**src/rtl/cgra_kernel_dispatcher.sv**
```systemverilog
// Kernel launch dispatcher: fetches a kernel's config word, allocates contiguous free columns and pulses start (4 cycles accept->start, ALLOC stalls while no fit).
// Defining CGRA_DISPATCH_PERF_EN adds saturating launch/stall counters with a synchronous clear.
module cgra_kernel_dispatcher #(
    parameter int N_COL       = 4,
    parameter int MAX_COL_REQ = 4,
    parameter int KER_ID_W    = 4,
    parameter int IMEM_ADD_W  = 7,
    parameter int N_INSTR_W   = 5,
    parameter int KMEM_WIDTH  = 16
) (
    input  logic                          clk_i,
    input  logic                          rst_ni,
    input  logic                          req_valid_i,
    output logic                          req_ready_o,
    input  logic [KER_ID_W-1:0]           req_ker_id_i,
    output logic                          kmem_req_o,
    output logic [KER_ID_W-1:0]           kmem_add_o,
    input  logic [KMEM_WIDTH-1:0]         kmem_rdata_i,
    input  logic [N_COL-1:0]              col_done_i,
    output logic [N_COL-1:0]              col_start_o,
    output logic [N_COL*IMEM_ADD_W-1:0]   col_imem_add_o,
    output logic [N_COL*N_INSTR_W-1:0]    col_n_instr_o,
    output logic [N_COL-1:0]              col_busy_o,
    output logic                          busy_o,
    output logic                          err_o
`ifdef CGRA_DISPATCH_PERF_EN
    ,
    input  logic                          perf_clr_i,
    output logic [31:0]                   perf_n_ker_o,
    output logic [31:0]                   perf_stall_o
`endif
);

    localparam int CF_LSB = IMEM_ADD_W + N_INSTR_W;
    localparam int CF_W   = KMEM_WIDTH - CF_LSB;
    localparam int CNT_W  = $clog2(CF_W + 1);

    typedef enum logic [2:0] {
        S_IDLE,
        S_FETCH,
        S_DECODE,
        S_ALLOC,
        S_LAUNCH
    } state_t;

    state_t                       r_state;
    state_t                       w_next;
    logic [KER_ID_W-1:0]          r_id;
    logic [CNT_W-1:0]             r_cnt;
    logic [IMEM_ADD_W-1:0]        r_add;
    logic [N_INSTR_W-1:0]         r_ninstr;
    logic [N_COL-1:0]             r_mask;
    logic [N_COL-1:0]             r_busy;
    logic                         r_err;
    logic [N_COL*IMEM_ADD_W-1:0]  r_col_add;
    logic [N_COL*N_INSTR_W-1:0]   r_col_ninstr;

    logic [CF_W-1:0]              w_cf;
    logic [CNT_W-1:0]             w_cnt;
    logic                         w_dec_ok;
    logic                         w_found;
    logic [N_COL-1:0]             w_sel;
    logic [N_COL-1:0]             w_cand;
    logic                         w_err_set;

    // Column field must be one-hot; bit k asks for k+1 columns.
    always_comb begin
        w_cf  = kmem_rdata_i[KMEM_WIDTH-1:CF_LSB];
        w_cnt = '0;
        for (int k = 0; k < CF_W; k++) begin
            if (w_cf[k]) w_cnt = CNT_W'(k + 1);
        end
        w_dec_ok = (w_cf != '0) && ((w_cf & (w_cf - CF_W'(1))) == '0)
                   && (int'(w_cnt) <= MAX_COL_REQ);
    end

    // Descending scan so the lowest fitting base column wins.
    always_comb begin
        w_found = 1'b0;
        w_sel   = '0;
        w_cand  = '0;
        for (int b = N_COL - 1; b >= 0; b--) begin
            w_cand = '0;
            for (int i = 0; i < N_COL; i++) begin
                w_cand[i] = (i >= b) && (i < b + int'(r_cnt));
            end
            if ((b + int'(r_cnt) <= N_COL) && ((w_cand & r_busy) == '0)) begin
                w_found = 1'b1;
                w_sel   = w_cand;
            end
        end
    end

    always_comb begin
        w_next    = r_state;
        w_err_set = 1'b0;
        case (r_state)
            S_IDLE: begin
                if (req_valid_i) begin
                    if (req_ker_id_i == '0) w_err_set = 1'b1;
                    else                    w_next    = S_FETCH;
                end
            end
            S_FETCH:  w_next = S_DECODE;
            S_DECODE: begin
                if (w_dec_ok) begin
                    w_next = S_ALLOC;
                end else begin
                    w_next    = S_IDLE;
                    w_err_set = 1'b1;
                end
            end
            S_ALLOC:  if (w_found) w_next = S_LAUNCH;
            S_LAUNCH: w_next = S_IDLE;
            default:  w_next = S_IDLE;
        endcase
    end

    always_ff @(posedge clk_i or negedge rst_ni) begin
        if (!rst_ni) begin
            r_state      <= S_IDLE;
            r_id         <= '0;
            r_cnt        <= '0;
            r_add        <= '0;
            r_ninstr     <= '0;
            r_mask       <= '0;
            r_busy       <= '0;
            r_err        <= 1'b0;
            r_col_add    <= '0;
            r_col_ninstr <= '0;
        end else begin
            r_state <= w_next;
            r_err   <= w_err_set;
            if (r_state == S_IDLE && req_valid_i) r_id <= req_ker_id_i;
            if (r_state == S_DECODE) begin
                r_cnt    <= w_cnt;
                r_add    <= kmem_rdata_i[CF_LSB-1:N_INSTR_W];
                r_ninstr <= kmem_rdata_i[N_INSTR_W-1:0];
            end
            if (r_state == S_ALLOC && w_found) r_mask <= w_sel;
            // Done on an idle column is a no-op; launch only targets free columns.
            r_busy <= (r_busy & ~col_done_i) | ((r_state == S_LAUNCH) ? r_mask : '0);
            if (r_state == S_LAUNCH) begin
                for (int c = 0; c < N_COL; c++) begin
                    if (r_mask[c]) begin
                        r_col_add[c*IMEM_ADD_W +: IMEM_ADD_W]   <= r_add;
                        r_col_ninstr[c*N_INSTR_W +: N_INSTR_W]  <= r_ninstr;
                    end
                end
            end
        end
    end

    assign req_ready_o    = (r_state == S_IDLE);
    assign kmem_req_o     = (r_state == S_FETCH);
    assign kmem_add_o     = (r_state == S_FETCH) ? r_id : '0;
    assign col_start_o    = (r_state == S_LAUNCH) ? r_mask : '0;
    assign col_imem_add_o = r_col_add;
    assign col_n_instr_o  = r_col_ninstr;
    assign col_busy_o     = r_busy;
    assign busy_o         = (r_state != S_IDLE) || (|r_busy);
    assign err_o          = r_err;

`ifdef CGRA_DISPATCH_PERF_EN
    logic [31:0] r_perf_n_ker;
    logic [31:0] r_perf_stall;

    always_ff @(posedge clk_i or negedge rst_ni) begin
        if (!rst_ni) begin
            r_perf_n_ker <= '0;
            r_perf_stall <= '0;
        end else if (perf_clr_i) begin
            r_perf_n_ker <= '0;
            r_perf_stall <= '0;
        end else begin
            if (r_state == S_LAUNCH && r_perf_n_ker != '1) r_perf_n_ker <= r_perf_n_ker + 32'd1;
            if (r_state == S_ALLOC && !w_found && r_perf_stall != '1) r_perf_stall <= r_perf_stall + 32'd1;
        end
    end

    assign perf_n_ker_o = r_perf_n_ker;
    assign perf_stall_o = r_perf_stall;
`endif

endmodule
```
**config.mk**
```make
export PLATFORM = sky130hd
export DESIGN_NAME = cgra_kernel_dispatcher
export DESIGN_NICKNAME = d
export VERILOG_FILES = /design/src/rtl/cgra_kernel_dispatcher.sv
export SDC_FILE = /design/constraint.sdc
export NUM_CORES = 1
export LEC_CHECK = 0
export CAP_MARGIN = 20
export CORE_MARGIN = 3
export CORE_UTILIZATION = 49
export CTS_CLUSTER_SIZE = 24
export DETAILED_ROUTE_END_ITERATION = 8
export PLACE_DENSITY = 0.8
export SLEW_MARGIN = 10
export SYNTH_ARGS = -nofsm -noshare
export SYNTH_HDL_FRONTEND = slang
export SYNTH_SLANG_ARGS = --single-unit
```
**constraint.sdc**
```tcl
create_clock -name clk_i -period 3.35 [get_ports clk_i]
set_input_delay 0.67 -clock clk_i [delete_from_list [all_inputs] [get_ports clk_i]]
set_output_delay 0.67 -clock clk_i [all_outputs]
set_load 0.03 [all_outputs]
```
==> impl_metrics.tcl, run 1 <==
set metrics [dict create \
    outcome "finished, final reports clean" \
    overflow 0 \
    gp_congestion 0.874 \
    cts_hold_buf 0 \
    stdcell_count 482 \
    hp-class "in -> async" \
    r2r_slack_ns 0.84 \
    vias_per_cell 5.27 \
    drc 0 \
    crit_buf_inv 2 \
    synthTopCellsByCount "dfrtp_1 (79), mux2_2 (49), nand2_1 (42)" \
    skew_ns 0.00819 \
    slew_violations 0 \
    synth_area_sq_um 3550 \
    area.sequential_sq_um 1980 \
    cts_tree "built" \
    hpwlAfterDp_um 5810 \
    wirelength_um 8450 \
    rr_worst_depth 7 \
    multiInputGateArea_sq_um 1470 \
    synth_area_per_cell_sq_um 12.4 \
    ctsResizeCount 0 \
    maxSlewHeadroom_pct 35.4 \
    cp_max_fo 8 \
    dieArea_sq_um 8290 \
    synthArstFlopShare_pct 100 \
    r2r-end "r_mask[0]" \
    dp_cells 466 \
    clock_latency_ns 0.35 \
    yosysMostFrequentCell "dfrtp_1" \
    synthFlopType "dfrtp_1" \
    cts_root_buf "clkbuf_8" \
    grt_max_degree 80 \
    drive_above_1_share_pct 21.2 \
    cts_inserted_buffers 9 \
    core_sq_um 6910 \
    worstPathArrival_ns 2.12 \
    fin_nets 417 \
    final_antenna_net_count 0 \
    met2_length_um 4050 \
    grt_pass1_vias 2583 \
    pin_count 91 \
    crit_required_ns 2.68 \
    netlist.top_cell.by_area "dfrtp_1" \
    wl_met1_um 3750 \
    worst_pin_slew_ns 0.969 \
    via_count 2541 \
    syn_inst 287 \
    cap_violations 0 \
    clockBufferDepth 2 \
    die_h_um 91.1 \
    detail_route.iter0.violations 104 \
    syn-num-nets 323 \
    cellPowerDensity_nw_per_um2 988 \
    port_buffers 90 \
    drt_first_pass_iters 4 \
    num-fill-cells 536 \
    routedWlPerCell_um 17.5 \
    critPathTopFamily "buffers and inverters" \
    rsz0062_at_grt "no" \
    synth_top_area_share_pct 55.8 \
    cp_cell_sequence "nor3b_1 -> buf_4 -> and2_1 -> clkdlybuf4s50_1" \
    r2r_start "r_cnt[0]" \
    ys_seq_area_share_pct 55.8 \
    hold_violations 0 \
    grt_pass1_wl_um 13600 \
    rows 30 \
    syn2layout_area_growth_pct 34.6 \
    end_kind "output pin" \
    synth_cell_type_count 51 \
    ys_ff_latch 79 \
    worst_path_max_delay_cell "clkdlybuf4s50_1" \
    numClockSinks 79 \
    h-tree-depth 3 \
    top_layer "met4" \
    track_usage_pct 21.0 \
    synthTopCellsByArea "dfrtp_1 (56%), mux2_2 (16%), nand2_1 (4.4%)" \
    route.met3.wl_um 484 \
    start_kind "flip-flop" \
    period_share_pct 83.2 \
    min_period_ns 2.79 \
    die_w_um 91.1 \
    postCtsSetupBuffers 0 \
    clk_pin_slew_ns 0.09 \
    antenna_found_initial 0 \
    max_stage_delay_ns 0.70 \
    synth_edf_count 0 \
    leakage_nw 2.20 \
    tns_ns 0 \
    start_util_pct 51.3 \
    timing.final.setup_violations 0 \
    yosysWarnings 0 \
    antennaDiodeCount 0 \
    fmax_mhz 359 \
    peakVddDrop_mv 0.557 \
    crit_type "reg -> out" \
]
[routing by layer]
layer | up-vias | GRT usage [%]
li1 | 1184 | -
met1 | 1278 | 27.2
met2 | 64 | 33.7
met3 | 15 | 5.80
met4 | 0 | 8.04
met5 | - | 0
[kinds of logic (layout without fill, tap and decap cells)]
logic type               after synthesis  count (layout)  share of synthesized area [%]
AO/OA/AOI/OAI                         37              37                           8.54
flip-flops                            79              79                           55.8
AND/OR/NAND/NOR                       80              80                           11.4
XOR/XNOR                               2               2                          0.494
multiplexers                          56              56                           17.9
buffers and inverters                 24             123                           2.68
adder cells (fa/ha/maj)                9               9                           3.18
[sequential cells by signal, summed over array words and instances, names as in the netlist]
name            cells
col_busy_o          4
col_imem_add_o     28
r_state             3
r_add               7
r_cnt               3
col_n_instr_o      20
r_ninstr            5
r_id                4
err_o               1
r_mask              4
[report_power, final]
group / total (mW) / internal (mW) / switching [mW]
logic: 2.29 / 1.01 / 1.28
registers: 1.63 / 1.33 / 0.299
clock network: 0.794 / 0.427 / 0.367
total: 4.71 / 2.77 / 1.95
[worst max path at each step]
stage          startpoint        endpoint  slack (ns)  cells after the start
4_1_cts        r_state[2]   kmem_add_o[1]        0.55                      3
6_report       r_state[1]  col_start_o[0]        0.56                      4
2_1_floorplan  r_state[1]   kmem_add_o[0]        0.88                      3
3_3_place_gp     r_cnt[0]       r_mask[2]        0.92                      7
3_5_place_dp     r_cnt[0]       r_mask[0]        0.86                      7
5_1_grt        r_state[2]  col_start_o[0]        0.47                      4
[cells in the final DEF, fill, tap and decap left out, types with 2 or more instances in the layout]
| master | netlist | routed |
|---|---|---|
| nand2_1 | 42 | 42 |
| nor3b_1 | 2 | 2 |
| mux2_2 | 49 | 49 |
| buf_4 | 0 | 6 |
| mux2_1 | 3 | 3 |
| clkinv_4 | 0 | 2 |
| nand3b_1 | 2 | 2 |
| nor3_1 | 6 | 6 |
| a211oi_1 | 2 | 2 |
| a21oi_1 | 3 | 3 |
| o21bai_1 | 2 | 2 |
| inv_1 | 12 | 12 |
| mux2_4 | 2 | 2 |
| nor2_1 | 4 | 4 |
| clkbuf_8 | 0 | 9 |
| bufinv_16 | 0 | 2 |
| and2_1 | 11 | 11 |
| or4_1 | 2 | 2 |
| o31ai_1 | 2 | 2 |
| ha_1 | 9 | 9 |
| o21ai_0 | 8 | 8 |
| o22ai_1 | 2 | 2 |
| a21o_1 | 3 | 3 |
| clkdlybuf4s50_1 | 0 | 89 |
| mux2i_1 | 2 | 2 |
| dfrtp_1 | 79 | 79 |
[area by class of cell]
class / count / area share, %
clock inverter: 6 / 1.97
timing repair buffer: 95 / 19.6
tap: 96 / 2.52
sequential: 79 / 41.4
clock buffer: 10 / 2.67
inverter: 12 / 0.944
multi-input combinational: 184 / 30.9
[per-stage QoR]
step                utilization, %  area (sq um)  power, mW  hold WS [ns]  worst slack [ns]
finish                        69.1          4770       4.71         0.444             0.564
global route                  69.1          4770       4.98         0.518             0.475
CTS                           69.1          4770       4.75         0.494             0.549
detailed placement            65.9          4550       3.93         0.474             0.864
global placement              65.9          4550       3.88         0.468             0.923
floorplan                        -          3550       3.03         0.374             0.883
[worst register-to-register path, cell delays in order, from the launching register on]
cell and delay (ns):
dfrtp_1 0.52, inv_1 0.17, ha_1 0.33, and2_1 0.16
or3_4 0.39, a2bb2oi_2 0.20, a31oi_4 0.31, mux2_4 0.33
No activity file was read; power rests on OpenSTA's default activity.
==> run 2, diff against run 1 <==
==> constraint.sdc (replaced) <==
create_clock -name clk_i -period 2.69 [get_ports clk_i]
set_input_delay 0.538 -clock clk_i [delete_from_list [all_inputs] [get_ports clk_i]]
set_output_delay 0.538 -clock clk_i [all_outputs]
set_load 0.03 [all_outputs]
==> run 2 against run 1 <==
  * Wire length rose by 2.1%
  * Final cell count grew 0.62%
  * Die area stayed put
  * Sequential cell count unchanged
  * Critical path depth down 1
  * Combinational power grew 25%
  * Via count increased by 1.2%
==> impl_metrics.tcl, run 2 (synthesized netlist as in run 1, its figures left out) <==
set metrics [dict create \
    dieArea_sq_um 8290 \
    swShare_pct 41.5 \
    drc 0 \
    clockBufferDepth 2 \
    cts_root_buf "clkbuf_8" \
    die_w_um 91.1 \
    syn2layout_area_growth_pct 35.3 \
    cap_violations 0 \
    hpwlAfterDp_um 6020 \
    maxSlewHeadroom_pct 59.1 \
    r2r_start "r_cnt[0]" \
    antenna_found_initial 0 \
    timing.final.setup_violations 0 \
    grt_pass1_wl_um 14000 \
    gp_congestion 0.835 \
    cts_inserted_buffers 9 \
    skew_ns 0.00896 \
    core_sq_um 6910 \
    end_kind "output pin" \
    rows 30 \
    outcome "finished, final reports clean" \
    largest_reg_flops 28 \
    met2_length_um 4390 \
    cp_max_fo 8 \
    endpoint "col_start_o[1]" \
    final_cell_mix "clkdlybuf4s50_1 (85), dfrtp_1 (79), mux2_2 (49)" \
    wirelength_um 8630 \
    hp-class "in -> async" \
    rsz0062_at_grt "no" \
    grt_max_degree 41 \
    overflow 0 \
    postCtsSetupBuffers 0 \
    ctsResizeCount 0 \
    final_antenna_net_count 0 \
    top_layer "met4" \
    p_comb_share_pct 48.9 \
    final_area_sq_um 4800 \
    crit_type "reg -> out" \
    pwr-share-clk_pct 16.2 \
    drt_first_pass_iters 5 \
    sequentialPowerShare_pct 34.9 \
    peakVddDrop_mv 0.665 \
    cp_cell_sequence "nor3b_1 -> and2_2 -> buf_4" \
    hold_violations 0 \
    port_buffers 90 \
    fin_nets 420 \
    placed_area_sq_um 4580 \
    p_int_mw 3.42 \
    wl_met1_um 3520 \
    fmax_mhz 395 \
    grt_pass1_vias 2680 \
    cts_tree "built" \
    route.met3.wl_um 627 \
    routedWlPerCell_um 17.8 \
    worstPathArrival_ns 1.99 \
    final_common_cell "clkdlybuf4s50_1" \
    worst_path_max_delay_cell "nor3b_1" \
    start_kind "flip-flop" \
    p_total_mw 5.84 \
    cellPowerDensity_nw_per_um2 1220 \
    period_share_pct 94.1 \
    vias_per_cell 5.30 \
    h-tree-depth 3 \
    clock_latency_ns 0.35 \
    critPathLaunch "r_state[1]" \
    via_count 2571 \
    antennaDiodeCount 0 \
    crit_required_ns 2.15 \
    drive_above_1_share_pct 23.7 \
    track_usage_pct 21.6 \
    pin_count 91 \
    r2r_slack_ns 0.17 \
    setup_ws_ns 0.159 \
    start_util_pct 51.3 \
    numClockSinks 79 \
    detail_route.iter0.violations 148 \
    worst_pin_slew_ns 0.612 \
    leakage_nw 2.23 \
    power_switching_mw 2.42 \
    rr_worst_depth 7 \
    die_h_um 91.1 \
    tns_ns 0 \
    post-place-ws_ns 0.206 \
    cts_hold_buf 0 \
    clk_pin_slew_ns 0.09 \
    min_period_ns 2.53 \
    slew_violations 0 \
    max_stage_delay_ns 0.50 \
    r2r-end "r_mask[0]" \
    whs_ns 0.160 \
]
## run 2: changes by cell type in the layout (fill, tap and decap cells not counted), sizes merged
cell,before,now
inv,13,15
clkbuf,10,11
buf,6,13
clkinv,3,1
clkdlybuf4s50,89,85
bufinv,2,1
## run 2: worst min-delay path by stage
stage | depth (start not counted) | slack (ns) | to
2_1_floorplan | 0 | 0.24 | col_busy_o[0]
3_3_place_gp | 1 | 0.47 | col_imem_add_o[4]
3_5_place_dp | 1 | 0.48 | col_imem_add_o[1]
4_1_cts | 1 | 0.17 | col_imem_add_o[20]
5_1_grt | 1 | 0.18 | col_n_instr_o[1]
6_report | 1 | 0.16 | col_imem_add_o[20]
## run 2: metal layers
layer / vias up / GRT usage, %
met5: - / 0
met4: 0 / 4.65
met3: 9 / 7.95
met2: 70 / 36.4
met1: 1297 / 26.8
li1: 1195 / -
## run 2: through the flow
| step | cells | utilization, % |
|---|---|---|
| after global routing | 485 | 69.4 |
| after CTS | 485 | 69.3 |
| final | 485 | 69.4 |
| after floorplan | 287 | - |
| after global placement | 469 | 66.3 |
| after detailed placement | 469 | 66.3 |
## run 2: layout make-up
class | count | area, sq um
fill | 492 | 2110
timing repair buffer | 98 | 961
inverter | 12 | 45.0
clock inverter | 5 | 61.3
sequential | 79 | 1980
multi-input combinational | 184 | 1480
tap | 96 | 120
clock buffer | 11 | 151
## run 2: power groups by stage
stage	Combinational [mW]	Sequential [mW]	Clock (mW)
floorplan	1.26	2.52	0
detailed placement	2.86	2.04	0
CTS	2.88	2.03	0.957
global placement	2.80	2.02	0
finish	2.86	2.04	0.945
global route	3.05	2.11	1.01
## run 2: worst max-delay path: cells and delay by family (launching register included)
| family | cells | cell delay (ns) |
|---|---|---|
| buffers and inverters | 1 | 0.23 |
| DFF | 1 | 0.47 |
| and+or+nand+nor | 2 | 0.94 |
==> run 3, diff against run 2 <==
--- a/config.mk
+++ b/config.mk
@@ -10,6 +10,7 @@
 export CORE_UTILIZATION = 49
 export CTS_CLUSTER_SIZE = 24
 export DETAILED_ROUTE_END_ITERATION = 8
+export GPL_TIMING_DRIVEN = 0
 export PLACE_DENSITY = 0.8
 export SLEW_MARGIN = 10
 export SYNTH_ARGS = -nofsm -noshare
==> run 3 against run 2 <==
  * Setup slack worse by 0.10 ns
  * Sequential cell count unchanged
  * Clock-buffer cell count down 1
  * Global-route usage down 0.70 points
  * Final cell count up 0.21%
  * Combinational power about the same
  * Via count down 2.7%
  * Total power up 0.74%
  * Register-to-register slack worse by 0.06 ns
  * Sequential power about the same
  * Critical path depth up 2
==> impl_metrics.tcl, run 3 (synthesized netlist as in run 1, its figures left out) <==
set metrics [dict create \
    outcome "finished, final reports clean" \
    maxSlewHeadroom_pct 58.7 \
    peakVddDrop_mv 0.766 \
    cts_inserted_buffers 9 \
    detail_route.iter0.violations 95 \
    clock_latency_ns 0.36 \
    final_antenna_net_count 0 \
    h-tree-depth 3 \
    pin_count 91 \
    postCtsSetupBuffers 0 \
    max_stage_delay_ns 0.37 \
    leakage_nw 2.29 \
    numClockSinks 79 \
    port_buffers 90 \
    largest_reg_flops 28 \
    tns_ns 0 \
    hp-class "in -> async" \
    antennaDiodeCount 0 \
    p_comb_share_pct 48.8 \
    wirelength_um 8310 \
    cp_cell_sequence "clkbuf_1 -> nor3b_2 -> and2_2 -> buf_4 -> clkdlybuf4s15_2" \
    pwr-share-clk_pct 16.5 \
    track_usage_pct 20.9 \
    slew_violations 0 \
    drt_first_pass_iters 4 \
    die_w_um 91.1 \
    start_kind "flip-flop" \
    worstPathArrival_ns 2.09 \
    critPathTopFamily "buffers and inverters" \
    p_int_mw 3.46 \
    cts_root_buf "clkbuf_8" \
    fin_nets 421 \
    crit_type "reg -> out" \
    overflow 0 \
    rsz0062_at_grt "yes" \
    period_share_pct 97.8 \
    hold_violations 0 \
    grt_pass1_vias 2655 \
    syn2layout_area_growth_pct 36.8 \
    drive_above_1_share_pct 23.8 \
    sequentialPowerShare_pct 34.7 \
    clk_pin_slew_ns 0.09 \
    die_h_um 91.1 \
    whs_ns 0.0664 \
    final_cell_mix "clkdlybuf4s50_1 (81), dfrtp_1 (78), mux2_2 (49)" \
    worst_pin_slew_ns 0.619 \
    cp_max_fo 10 \
    dieArea_sq_um 8290 \
    gp_congestion 0.874 \
    cts_hold_buf 0 \
    routedWlPerCell_um 17.1 \
    crit_required_ns 2.15 \
    grt_max_degree 58 \
    via_count 2502 \
    cellPowerDensity_nw_per_um2 1210 \
    r2r_slack_ns 0.11 \
    fmax_mhz 380 \
    cap_violations 0 \
    timing.final.setup_violations 0 \
    worst_path_max_delay_cell "dfrtp_1" \
    swShare_pct 41.1 \
    crit_buf_inv 3 \
    hpwlAfterDp_um 6030 \
    clockBufferDepth 2 \
    grt_pass1_wl_um 13500 \
    core_sq_um 6910 \
    vias_per_cell 5.15 \
    start_util_pct 51.3 \
    antenna_found_initial 0 \
    min_period_ns 2.63 \
    drc 0 \
    skew_ns 0.00983 \
    cts_tree "built" \
    rows 30 \
    end_kind "output pin" \
    power_switching_mw 2.42 \
    final_common_cell "clkdlybuf4s50_1" \
]
==> run 3: metrics by stage <==
step                setup slack [ns]  std cells  total power, mW  cell area (sq um)  utilization (%)
CTS                           0.0570        486             5.91               4830             69.9
global placement               -1.63        473             4.82               4570             66.1
global route                 -0.0780        486             6.23               4850             70.2
detailed placement            -0.342        474             4.91               4590             66.5
floorplan                      0.355        287             3.78               3550                -
finish                        0.0581        486             5.88               4850             70.2
==> run 3: layer usage <==
metal	wire, um	part of all wire [%]	up-vias	global-route usage [%]
li1	-	-	1198	-
met1	3670	44	1232	26.0
met2	4020	48	61	33.8
met3	490	5.9	11	7.62
met4	133	1.6	0	7.16
met5	0	0	-	0
==> run 3: cell type report <==
cell class	count	area [sq um]
multi-input combinational	184	1500
tap	96	120
buffer	8	48.8
clock buffer	10	128
fill	512	2060
inverter	12	45.0
timing repair buffer	91	941
sequential	79	1980
clock inverter	6	93.8
==> run 3: power by group through the flow <==
stage / clock network, mW / registers [mW] / logic [mW]
2_1_floorplan: 0 / 2.52 / 1.26
5_1_grt: 1.04 / 2.11 / 3.07
3_3_place_gp: 0 / 2.02 / 2.80
3_5_place_dp: 0 / 2.05 / 2.86
4_1_cts: 0.989 / 2.03 / 2.88
6_report: 0.974 / 2.04 / 2.87
==> run 3: path summary, 6_finish.rpt <==
| path | cells after the start | to | startpoint |
|---|---|---|---|
| worst max-delay path | 5 | col_start_o[1] | r_state[1] |
| worst min-delay path | 1 | r_ninstr[1] | rst_ni |
| worst max register to register | 7 | r_mask[2] | r_cnt[2] |
| worst min register to register | 1 | r_id[0] | r_id[0] |
| max in group asynchronous | 2 | col_n_instr_o[9] | rst_ni |
| min in group clk_i | 1 | r_id[0] | r_id[0] |
==> run 3: timing repair <==
action	CTS	global route
hold endpoints to repair	0	0
setup endpoints to repair	8	9
gates resized for setup	22	7
